--- config.mk ---
export PLATFORM = sky130hd
export DESIGN_NAME = led_frame_scheduler_flat
export DESIGN_NICKNAME = d
export VERILOG_FILES = /design/src/rtl/led_frame_scheduler_if.sv /design/src/rtl/led_frame_scheduler.sv /design/src/flat_wrapper.sv
export SDC_FILE = /design/constraint.sdc
export NUM_CORES = 2
export LEC_CHECK = 0
export ABC_AREA = 1
export CAP_MARGIN = 30
export CORE_MARGIN = 4
export CORE_UTILIZATION = 30
export DETAILED_ROUTE_END_ITERATION = 8
export PLACE_DENSITY = 0.48
export SYNTH_ARGS = -nofsm -noshare
export SYNTH_HDL_FRONTEND = slang
export SYNTH_SLANG_ARGS = --single-unit
--- constraint.sdc ---
create_clock -name CLK -period 2.55 [get_ports CLK]
set_input_delay 0.51 -clock CLK [delete_from_list [all_inputs] [get_ports CLK]]
set_output_delay 0.51 -clock CLK [all_outputs]
set_load 0.02 [all_outputs]
--- src/rtl/led_frame_scheduler_if.sv ---
// Signal bundle between the LED frame scheduler and the logic around it:
// two pixel-write requesters, clear/swap control, and the driver-facing
// scan strobes and front-buffer pixel planes.
interface led_frame_scheduler_if;
    // Requester A
    logic              A_valid;
    logic              A_ready;
    logic [3:0]        A_row;
    logic [3:0]        A_col;
    logic              A_red;
    logic              A_grn;
    // Requester B
    logic              B_valid;
    logic              B_ready;
    logic [3:0]        B_row;
    logic [3:0]        B_col;
    logic              B_red;
    logic              B_grn;
    // Frame control
    logic              Clear_req;
    logic              Swap_req;
    logic              Busy;
    logic              Swap_done;
    // Driver side
    logic              ScanEnable;
    logic              FrameStart;
    logic [15:0][15:0] RedPixels;
    logic [15:0][15:0] GrnPixels;

    // Requesters and controller drive requests and observe status
    modport master (
        output A_valid, A_row, A_col, A_red, A_grn,
        output B_valid, B_row, B_col, B_red, B_grn,
        output Clear_req, Swap_req,
        input  A_ready, B_ready, Busy, Swap_done,
        input  ScanEnable, FrameStart, RedPixels, GrnPixels
    );

    // The scheduler consumes requests and produces status and pixels
    modport slave (
        input  A_valid, A_row, A_col, A_red, A_grn,
        input  B_valid, B_row, B_col, B_red, B_grn,
        input  Clear_req, Swap_req,
        output A_ready, B_ready, Busy, Swap_done,
        output ScanEnable, FrameStart, RedPixels, GrnPixels
    );
endinterface

--- src/rtl/led_frame_scheduler.sv ---
// Double-buffered frame controller for the 16x16 red/green LED driver.
// Two requesters write pixels into the back buffer through a round-robin
// arbiter; the front buffer is presented to the driver. Front and back only
// trade places on a frame boundary, so a half-drawn frame is never shown.
// The block also produces the driver's row-advance strobe (ScanEnable).
module led_frame_scheduler #(
    parameter int TICKDIV = 1000,   // cycles between ScanEnable pulses, >= 2
    parameter int FREQDIV = 0       // must match the driver's FREQDIV
) (
    input  logic                  CLK,
    input  logic                  RST_n,
    led_frame_scheduler_if.slave  bus
);

    localparam int                TICK_W    = (TICKDIV > 1) ? $clog2(TICKDIV) : 1;
    localparam logic [TICK_W-1:0] TICK_LAST = TICK_W'(TICKDIV - 1);
    // One pulse-counter wrap covers 16 rows of 2^FREQDIV pulses each.
    localparam int                PULSE_W   = FREQDIV + 4;

    localparam logic [1:0] ST_IDLE      = 2'd0;
    localparam logic [1:0] ST_CLEAR     = 2'd1;
    localparam logic [1:0] ST_WAIT_SWAP = 2'd2;
    localparam logic [1:0] ST_SWAP      = 2'd3;

    localparam logic LG_A = 1'b0;
    localparam logic LG_B = 1'b1;

    // Sequential state
    logic [1:0]         state_q, state_d;
    logic [TICK_W-1:0]  tick_q, tick_d;
    logic [PULSE_W-1:0] pulse_q, pulse_d;
    logic               front_q, front_d;      // 0: buf0 displayed, 1: buf1 displayed
    logic [3:0]         ptr_q, ptr_d;          // row being cleared
    logic               lg_q, lg_d;            // last granted requester
    logic               swap_pend_q, swap_pend_d;
    logic [15:0][15:0]  red0_q, red0_d;
    logic [15:0][15:0]  grn0_q, grn0_d;
    logic [15:0][15:0]  red1_q, red1_d;
    logic [15:0][15:0]  grn1_q, grn1_d;

    // Combinational helpers
    logic       scan_en;
    logic       frame_end;
    logic       idle;
    logic       grant_a;
    logic       grant_b;
    logic       wr_en;
    logic [3:0] wr_row;
    logic [3:0] wr_col;
    logic       wr_red;
    logic       wr_grn;

    assign scan_en   = (tick_q == TICK_LAST);
    assign frame_end = scan_en && (&pulse_q);
    assign idle      = (state_q == ST_IDLE);

    // Scan timing: tick counter paces ScanEnable, pulse counter marks the frame end
    always_comb begin
        // NOTE: every variable gets a value before any branch, so no path
        // through the block leaves it unassigned and no latch is inferred.
        tick_d  = (tick_q == TICK_LAST) ? '0 : tick_q + TICK_W'(1);
        pulse_d = pulse_q;
        if (scan_en) begin
            pulse_d = pulse_q + PULSE_W'(1);
        end
    end

    // Round-robin arbiter: only in IDLE, one grant per cycle, ties go to the requester not last served
    always_comb begin
        grant_a = idle && bus.A_valid && (!bus.B_valid || (lg_q == LG_B));
        grant_b = idle && bus.B_valid && (!bus.A_valid || (lg_q == LG_A));
        wr_en   = grant_a || grant_b;
        wr_row  = grant_a ? bus.A_row : bus.B_row;
        wr_col  = grant_a ? bus.A_col : bus.B_col;
        wr_red  = grant_a ? bus.A_red : bus.B_red;
        wr_grn  = grant_a ? bus.A_grn : bus.B_grn;
        lg_d    = lg_q;
        if (grant_a) begin
            lg_d = LG_A;
        end else if (grant_b) begin
            lg_d = LG_B;
        end
    end

    // Frame control FSM: clear the back buffer row by row, swap only on a frame end
    always_comb begin
        state_d     = state_q;
        front_d     = front_q;
        ptr_d       = ptr_q;
        swap_pend_d = swap_pend_q;
        case (state_q)
            ST_IDLE: begin
                if (bus.Clear_req) begin
                    // A swap requested alongside the clear runs once the clear is done.
                    state_d     = ST_CLEAR;
                    ptr_d       = 4'd0;
                    swap_pend_d = bus.Swap_req;
                end else if (bus.Swap_req) begin
                    state_d = ST_WAIT_SWAP;
                end
            end
            ST_CLEAR: begin
                ptr_d = ptr_q + 4'd1;
                if (ptr_q == 4'd15) begin
                    state_d     = swap_pend_q ? ST_WAIT_SWAP : ST_IDLE;
                    swap_pend_d = 1'b0;
                end
            end
            ST_WAIT_SWAP: begin
                // Same edge on which the driver's row counter wraps to row 0.
                if (frame_end) begin
                    front_d = !front_q;
                    state_d = ST_SWAP;
                end
            end
            ST_SWAP: begin
                state_d = ST_IDLE;
            end
            default: begin
                state_d = ST_IDLE;
            end
        endcase
    end

    // Back-buffer update: row clear in CLEAR, single granted pixel write in IDLE
    always_comb begin
        red0_d = red0_q;
        grn0_d = grn0_q;
        red1_d = red1_q;
        grn1_d = grn1_q;
        if (state_q == ST_CLEAR) begin
            if (front_q) begin
                red0_d[ptr_q] = '0;
                grn0_d[ptr_q] = '0;
            end else begin
                red1_d[ptr_q] = '0;
                grn1_d[ptr_q] = '0;
            end
        end
        if (wr_en) begin
            if (front_q) begin
                red0_d[wr_row][wr_col] = wr_red;
                grn0_d[wr_row][wr_col] = wr_grn;
            end else begin
                red1_d[wr_row][wr_col] = wr_red;
                grn1_d[wr_row][wr_col] = wr_grn;
            end
        end
    end

    // Control registers
    always_ff @(posedge CLK or negedge RST_n) begin
        // NOTE: non-blocking assignments here so every flop samples the
        // pre-edge value of every other flop, independent of statement order.
        if (!RST_n) begin
            state_q     <= ST_IDLE;
            tick_q      <= '0;
            pulse_q     <= '0;
            front_q     <= 1'b0;
            ptr_q       <= 4'd0;
            lg_q        <= LG_B;
            swap_pend_q <= 1'b0;
        end else begin
            state_q     <= state_d;
            tick_q      <= tick_d;
            pulse_q     <= pulse_d;
            front_q     <= front_d;
            ptr_q       <= ptr_d;
            lg_q        <= lg_d;
            swap_pend_q <= swap_pend_d;
        end
    end

    // Pixel storage for both buffers
    always_ff @(posedge CLK or negedge RST_n) begin
        // NOTE: the buffers are flops, not a RAM macro, and they are reset so
        // that a reset in the middle of a clear or a pending swap leaves the
        // driver showing a defined, all-dark frame.
        if (!RST_n) begin
            red0_q <= '0;
            grn0_q <= '0;
            red1_q <= '0;
            grn1_q <= '0;
        end else begin
            red0_q <= red0_d;
            grn0_q <= grn0_d;
            red1_q <= red1_d;
            grn1_q <= grn1_d;
        end
    end

    assign bus.A_ready    = grant_a;
    assign bus.B_ready    = grant_b;
    assign bus.Busy       = !idle;
    assign bus.Swap_done  = (state_q == ST_SWAP);
    assign bus.ScanEnable = scan_en;
    assign bus.FrameStart = frame_end;
    assign bus.RedPixels  = front_q ? red1_q : red0_q;
    assign bus.GrnPixels  = front_q ? grn1_q : grn0_q;

endmodule

--- src/flat_wrapper.sv ---
// flat-port wrapper written by rule: the top's interface ports become plain ports
module led_frame_scheduler_flat 
#(
    parameter int TICKDIV = 1000,                                            
    parameter int FREQDIV = 0                                         
)
  (CLK, RST_n, bus_A_valid, bus_A_row, bus_A_col, bus_A_red, bus_A_grn, bus_B_valid, bus_B_row, bus_B_col, bus_B_red, bus_B_grn, bus_Clear_req, bus_Swap_req, bus_A_ready, bus_B_ready, bus_Busy, bus_Swap_done, bus_ScanEnable, bus_FrameStart, bus_RedPixels, bus_GrnPixels);
  led_frame_scheduler_if bus_i ();
  input  logic CLK;
  input  logic RST_n;
  input wire logic [$bits(bus_i.A_valid)-1:0] bus_A_valid;
  input wire logic [$bits(bus_i.A_row)-1:0] bus_A_row;
  input wire logic [$bits(bus_i.A_col)-1:0] bus_A_col;
  input wire logic [$bits(bus_i.A_red)-1:0] bus_A_red;
  input wire logic [$bits(bus_i.A_grn)-1:0] bus_A_grn;
  input wire logic [$bits(bus_i.B_valid)-1:0] bus_B_valid;
  input wire logic [$bits(bus_i.B_row)-1:0] bus_B_row;
  input wire logic [$bits(bus_i.B_col)-1:0] bus_B_col;
  input wire logic [$bits(bus_i.B_red)-1:0] bus_B_red;
  input wire logic [$bits(bus_i.B_grn)-1:0] bus_B_grn;
  input wire logic [$bits(bus_i.Clear_req)-1:0] bus_Clear_req;
  input wire logic [$bits(bus_i.Swap_req)-1:0] bus_Swap_req;
  output wire logic [$bits(bus_i.A_ready)-1:0] bus_A_ready;
  output wire logic [$bits(bus_i.B_ready)-1:0] bus_B_ready;
  output wire logic [$bits(bus_i.Busy)-1:0] bus_Busy;
  output wire logic [$bits(bus_i.Swap_done)-1:0] bus_Swap_done;
  output wire logic [$bits(bus_i.ScanEnable)-1:0] bus_ScanEnable;
  output wire logic [$bits(bus_i.FrameStart)-1:0] bus_FrameStart;
  output wire logic [$bits(bus_i.RedPixels)-1:0] bus_RedPixels;
  output wire logic [$bits(bus_i.GrnPixels)-1:0] bus_GrnPixels;
  assign bus_i.A_valid = bus_A_valid;
  assign bus_i.A_row = bus_A_row;
  assign bus_i.A_col = bus_A_col;
  assign bus_i.A_red = bus_A_red;
  assign bus_i.A_grn = bus_A_grn;
  assign bus_i.B_valid = bus_B_valid;
  assign bus_i.B_row = bus_B_row;
  assign bus_i.B_col = bus_B_col;
  assign bus_i.B_red = bus_B_red;
  assign bus_i.B_grn = bus_B_grn;
  assign bus_i.Clear_req = bus_Clear_req;
  assign bus_i.Swap_req = bus_Swap_req;
  assign bus_A_ready = bus_i.A_ready;
  assign bus_B_ready = bus_i.B_ready;
  assign bus_Busy = bus_i.Busy;
  assign bus_Swap_done = bus_i.Swap_done;
  assign bus_ScanEnable = bus_i.ScanEnable;
  assign bus_FrameStart = bus_i.FrameStart;
  assign bus_RedPixels = bus_i.RedPixels;
  assign bus_GrnPixels = bus_i.GrnPixels;
  led_frame_scheduler #(.TICKDIV(TICKDIV), .FREQDIV(FREQDIV)) u_core (.CLK(CLK), .RST_n(RST_n), .bus(bus_i));
endmodule
# Yosys cells after proc, flatten, opt, wreduce, memory -nomap -nowiden
# Index checks and enable logic that the tools add are counted.
# op_classes
eq_ne	9
n_bitwise	6
n_addsub	3
n_reduce_logical	23
n_lt_le_gt_ge	6
mux	46
# op_table
op	count
256-bit two-way mux	18
256-bit bitwise AND	4
256-bit bitwise mux	4
256-bit inverter	1
16-bit demux with 4-bit select	2
16-bit two-way mux	2
4-bit by 5-bit less-than comparator with 1-bit output, second input constant	3
4-bit by 1-bit greater-or-equal comparator with 1-bit output, second input constant	3
4-bit two-way mux	3
10-bit by 1-bit adder with 10-bit output, second input constant	1
10-bit equality test, second input constant	1
10-bit two-way mux	1
2-bit two-way mux	5
4-bit by 1-bit adder with 4-bit output, second input constant	2
1-bit logical AND	8
2-bit one-hot mux with 4 select lines	1
4-bit one-hot mux with 2 select lines	1
1-bit two-way mux	7
3-bit AND reduction	2
1-bit demux with 4-bit select	1
2-bit equality test, second input constant	2
4-bit equality test, second input constant	1
1-bit logical NOT	4
2-bit inequality test, second input constant	2
10 further kinds	14
# totals
elab_cells	164
regBits	1047

# Logic depth before layout (Yosys ltp)
# depth
depth_word	13
ltp_mapped	14
depth_no_buf	12

# Worst setup path after synthesis
# Ideal clock, no wire load.
# synth_path
kind	register to output
startpoint	register u_core.front_q
endpoint	output port bus_GrnPixels[149]
path_stages_with_launch	8
path_buffers	5
t_arrival_ps	1796
required_time_ps	2040
slack_ps	244
path_cell_list	dfrtp_1 > buf_2 > clkbuf_1 > buf_2 > clkbuf_1 > buf_1 > nand2_1 > o21ai_0
# synth_via
elab_chain_cells	1
# synth_lines
item	line_no	source
from (decl)	led_frame_scheduler.sv:32	logic front_q, front_d;
from (signal assigned)	led_frame_scheduler.sv:167	front_q <= front_d;
256-bit two-way mux	led_frame_scheduler.sv:199	assign bus.GrnPixels = front_q ? grn1_q : grn0_q;
to (decl)	flat_wrapper.sv:30	output wire logic [$bits(bus_i.GrnPixels)-1:0] bus_GrnPixels;
# No other way between the ends.

# Final worst setup path
# layout_path
startpoint	register u_core.front_q
endpoint	output port bus_RedPixels[74]
# layout_via
elab_chain_cells	1
# layout_lines
item	line_no	source
256-bit two-way mux	led_frame_scheduler.sv:198	assign bus.RedPixels = front_q ? red1_q : red0_q;
to (decl)	flat_wrapper.sv:29	output wire logic [$bits(bus_i.RedPixels)-1:0] bus_RedPixels;
# No other way between the ends.

==> out/qor.yml <==
die_w_microns: 461.1
synth.area.mux_share_pct: 0.01828
finalWorstSetupSlack_ns: -0.4910
crit_fanout: 8
synth_fa_ha_area_share_pct: 0.1219
synth_cell_type_count: 33
synth_edf_count: 0
tightest_slew_ns: 0.7115
yosys.area.top_type_share_pct: 42.50
clock_latency_ns: 0.79
grt-ovfl-total: 0
cts_buffers: 138
htreeDepth: 4
async_flop_share_pct: 100.0
dpl_cell_area_sq_um: 76080
hold_class: "input pin to asynchronous set/reset pin"
finish.instance_area_sq_um: 82420
multiInputGateArea_sq_um: 30090
irDropWorstVdd_v: 0.0006349
regArea_sq_um: 26210
synth_compound_area_share_pct: 4.973
wirelength_microns: 267300
cellLeakagePower_nw: 42.74
powerDensity_nw_per_um2: 615.9
cts_sinks: 1047
status: "finished with violations"
synthSimpleGateAreaFrac_pct: 41.86
synthXorXnorAreaFrac_pct: 0.09954
drtPass1Iterations: 8
synth_cells: 9548
synth_top_family_by_area: "simple AND/OR/NAND/NOR gates"
dieArea_sq_um: 212600
report.final.slew_viol_count: 0
path_class: "flop to output port"
synth.most_common_cell: "nand2_1"
pre_cts_slack_ns: -0.4013
antenna_found_initial: 4
viasPerCell: 4.918
grt_pass1_wl_microns: 390900
drt_iter0_drc: 5833
first_global_vias: 60199
yosys.area.top_type: "dfrtp_1"
num_io_pins: 544
layout.nets: 10356
fmax_ghz: 0.3288
yosysSeqAreaShare_pct: 42.54
setup_viol: 610
drtAntennaViolNets: 0
drive_above_1_share_pct: 15.70
start_util_pct: 30.14
synth.area.top_cells: "dfrtp_1 42%, nand2_1 26%, nor2_1 5.9%, nand3_1 5.7%, inv_1 5.2%"
cts.path.max_buffers: 3
ys_top_cells_by_count: "4,280 x nand2_1, 1,046 x dfrtp_1, 966 x nor2_1, 853 x inv_1, 704 x nand3_1"
hold_viol: 0
root_buffer: "clkbuf_16"
violations: "setup timing"
vias: 64515
fillers: 21259
netlist_area_sq_um: 61590
cp-end-kind: "output port"
min_period_ns: 3.041
syn_nets: 9580
required_ns: 2.04
num_rows: 166
grt_max_degree: 94
numPortBuffers: 543
die_h_microns: 461.1
reg2reg_slack_ns: -0.21
period_share_pct: 119.3
max_cap_viol_count: 0
grtUsageTotal_pct: 24.16
routedWlPerCell_microns: 20.38
drc_errors: 0
crit_arrival_ns: 2.53
rsz0062_at_grt: "yes"
clk_pin_slew_ns: 0.06
dp_hpwl_microns: 178000
routabilityCongestion: 0.8658
cts_tree: "yes"
core_area_sq_um: 204400
slew_headroom_pct: 52.28
fin_skew_ns: 0.02662
synthToLayoutAreaGrowth_pct: 33.83
syn_avg_cell_area_sq_um: 6.450
synth_warnings: 0
synth_seq_cells: 1047
synth_ff_type: "dfrtp_1"
critPathLaunchType: "flop"
[state kept, by name, indices dropped and copies added, names as in the netlist, 2 cells and up]
signal          flops
u_core.red0_q     256
u_core.pulse_q      4
u_core.ptr_q        4
u_core.grn0_q     256
u_core.grn1_q     256
u_core.red1_q     256
u_core.tick_q      10
u_core.state_q      2
[report_power, final]
group	total [W]	internal, W	switching [W]
sequential	0.0196	0.0184	0.00122
clock	0.0198	0.0117	0.00819
combinational	0.0113	0.00389	0.00741
[metal layers]
| metal | wire, microns | track usage (%) | vias to the layer above | share of wire, % |
|---|---|---|---|---|
| li1 | - | - | 31239 | - |
| met1 | 122500 | 33.95 | 30854 | 46 |
| met2 | 119600 | 37.62 | 2090 | 45 |
| met3 | 15710 | 3.546 | 332 | 5.9 |
| met4 | 9487 | 8.895 | 0 | 3.5 |
| met5 | 0 | 0 | - | 0 |
[layout by cell type (no fill, tap or decap), types with 5 or more instances in the layout]
cell type,netlist,routed
o21ai_1,48,122
buf_2,275,23
clkinv_2,0,15
nand2_4,5,25
buf_4,34,551
nand3_1,704,701
o21ai_0,329,170
clkdlybuf4s15_1,0,13
buf_16,0,27
clkbuf_8,0,31
a21oi_1,8,8
dfrtp_1,1046,1045
inv_8,0,5
dlygate4sd2_1,0,147
inv_1,853,850
clkbuf_4,0,5
a31oi_1,174,174
o21ai_4,0,31
clkbuf_2,0,83
clkdlybuf4s50_1,0,26
buf_12,0,257
ha_1,6,5
buf_8,0,11
clkinv_1,9,8
clkdlybuf4s15_2,0,77
nand2_1,4280,4181
nand4_1,327,327
nor2_4,17,37
buf_6,0,87
clkbuf_1,342,35
o21ai_2,2,56
nand2_2,19,96
xor2_1,6,6
clkbuf_16,0,160
nor2_1,966,958
inv_2,25,23
[timing repair]
action / CTS / global route
hold buffers: 1 / 0
resized for setup: 1110 / 917
endpoints found under the hold margin: 163 / 0
cloned: 12 / 26
setup endpoints to repair: 518 / 592
pin swaps: 3 / 29
buffers inserted: 5 / 34
[kinds of logic after synthesis]
group | Yosys count
muxes | 1
buffers and inverters | 1579
DFF | 1047
xor gates and xnor gates | 7
AOI/OAI and AO/OA | 565
and+or+nand+nor | 6343
adders and majority gates | 6
[per-stage QoR]
| stage | utilization (%) | hold WS, ns | total power [W] | instances | TNS, ns |
|---|---|---|---|---|---|
| 4_1_cts | 39.65 | 0.2519 | 0.05117 | 13064 | -259.79 |
| 2_1_floorplan | - | 0.2144 | 0.02555 | 9548 | 0 |
| 3_5_place_dp | 37.23 | 0.4423 | 0.03107 | 12804 | -285.67 |
| 5_1_grt | 40.33 | 0.2815 | 0.05317 | 13115 | -242.21 |
| 6_report | 40.33 | 0.2673 | 0.05076 | 13118 | -180.67 |
| 3_3_place_gp | 37.23 | 0.4423 | 0.03085 | 12804 | -280.96 |
[worst paths after layout]
path	startpoint	to	depth (start not counted)
min reg2reg	u_core.grn0_q[166]$_DFF_PN0_	u_core.grn0_q[166]$_DFF_PN0_	2
min in group CLK	u_core.grn0_q[166]$_DFF_PN0_	u_core.grn0_q[166]$_DFF_PN0_	2
min	RST_n	u_core.grn0_q[233]$_DFF_PN0_	2
max reg2reg	u_core.front_q$_DFFE_PN0P_	u_core.red1_q[95]$_DFF_PN0_	13
max	u_core.front_q$_DFFE_PN0P_	bus_RedPixels[74]	7
max in group asynchronous	RST_n	u_core.grn1_q[52]$_DFF_PN0_	4
[cell type report]
class | instances | area share (%)
diodes | 3 | 0.009108
clock inverters | 34 | 0.5009
well taps | 2688 | 4.080
repair buffers | 1327 | 17.94
flip-flops and latches | 1047 | 31.79
multi-input cells | 6922 | 36.51
inverters | 887 | 4.117
clock buffers | 209 | 5.019
repair inverters | 1 | 0.03643
[worst max-delay path, stage by stage, from the launching register on]
cell             delay [ns]
dfrtp_4                0.50
buf_12                 0.16
buf_12                 0.14
buf_16                 0.15
buf_6                  0.15
o21ai_0                0.17
buf_4                  0.18
clkdlybuf4s15_2        0.27
(Power assumes the default switching activity.)
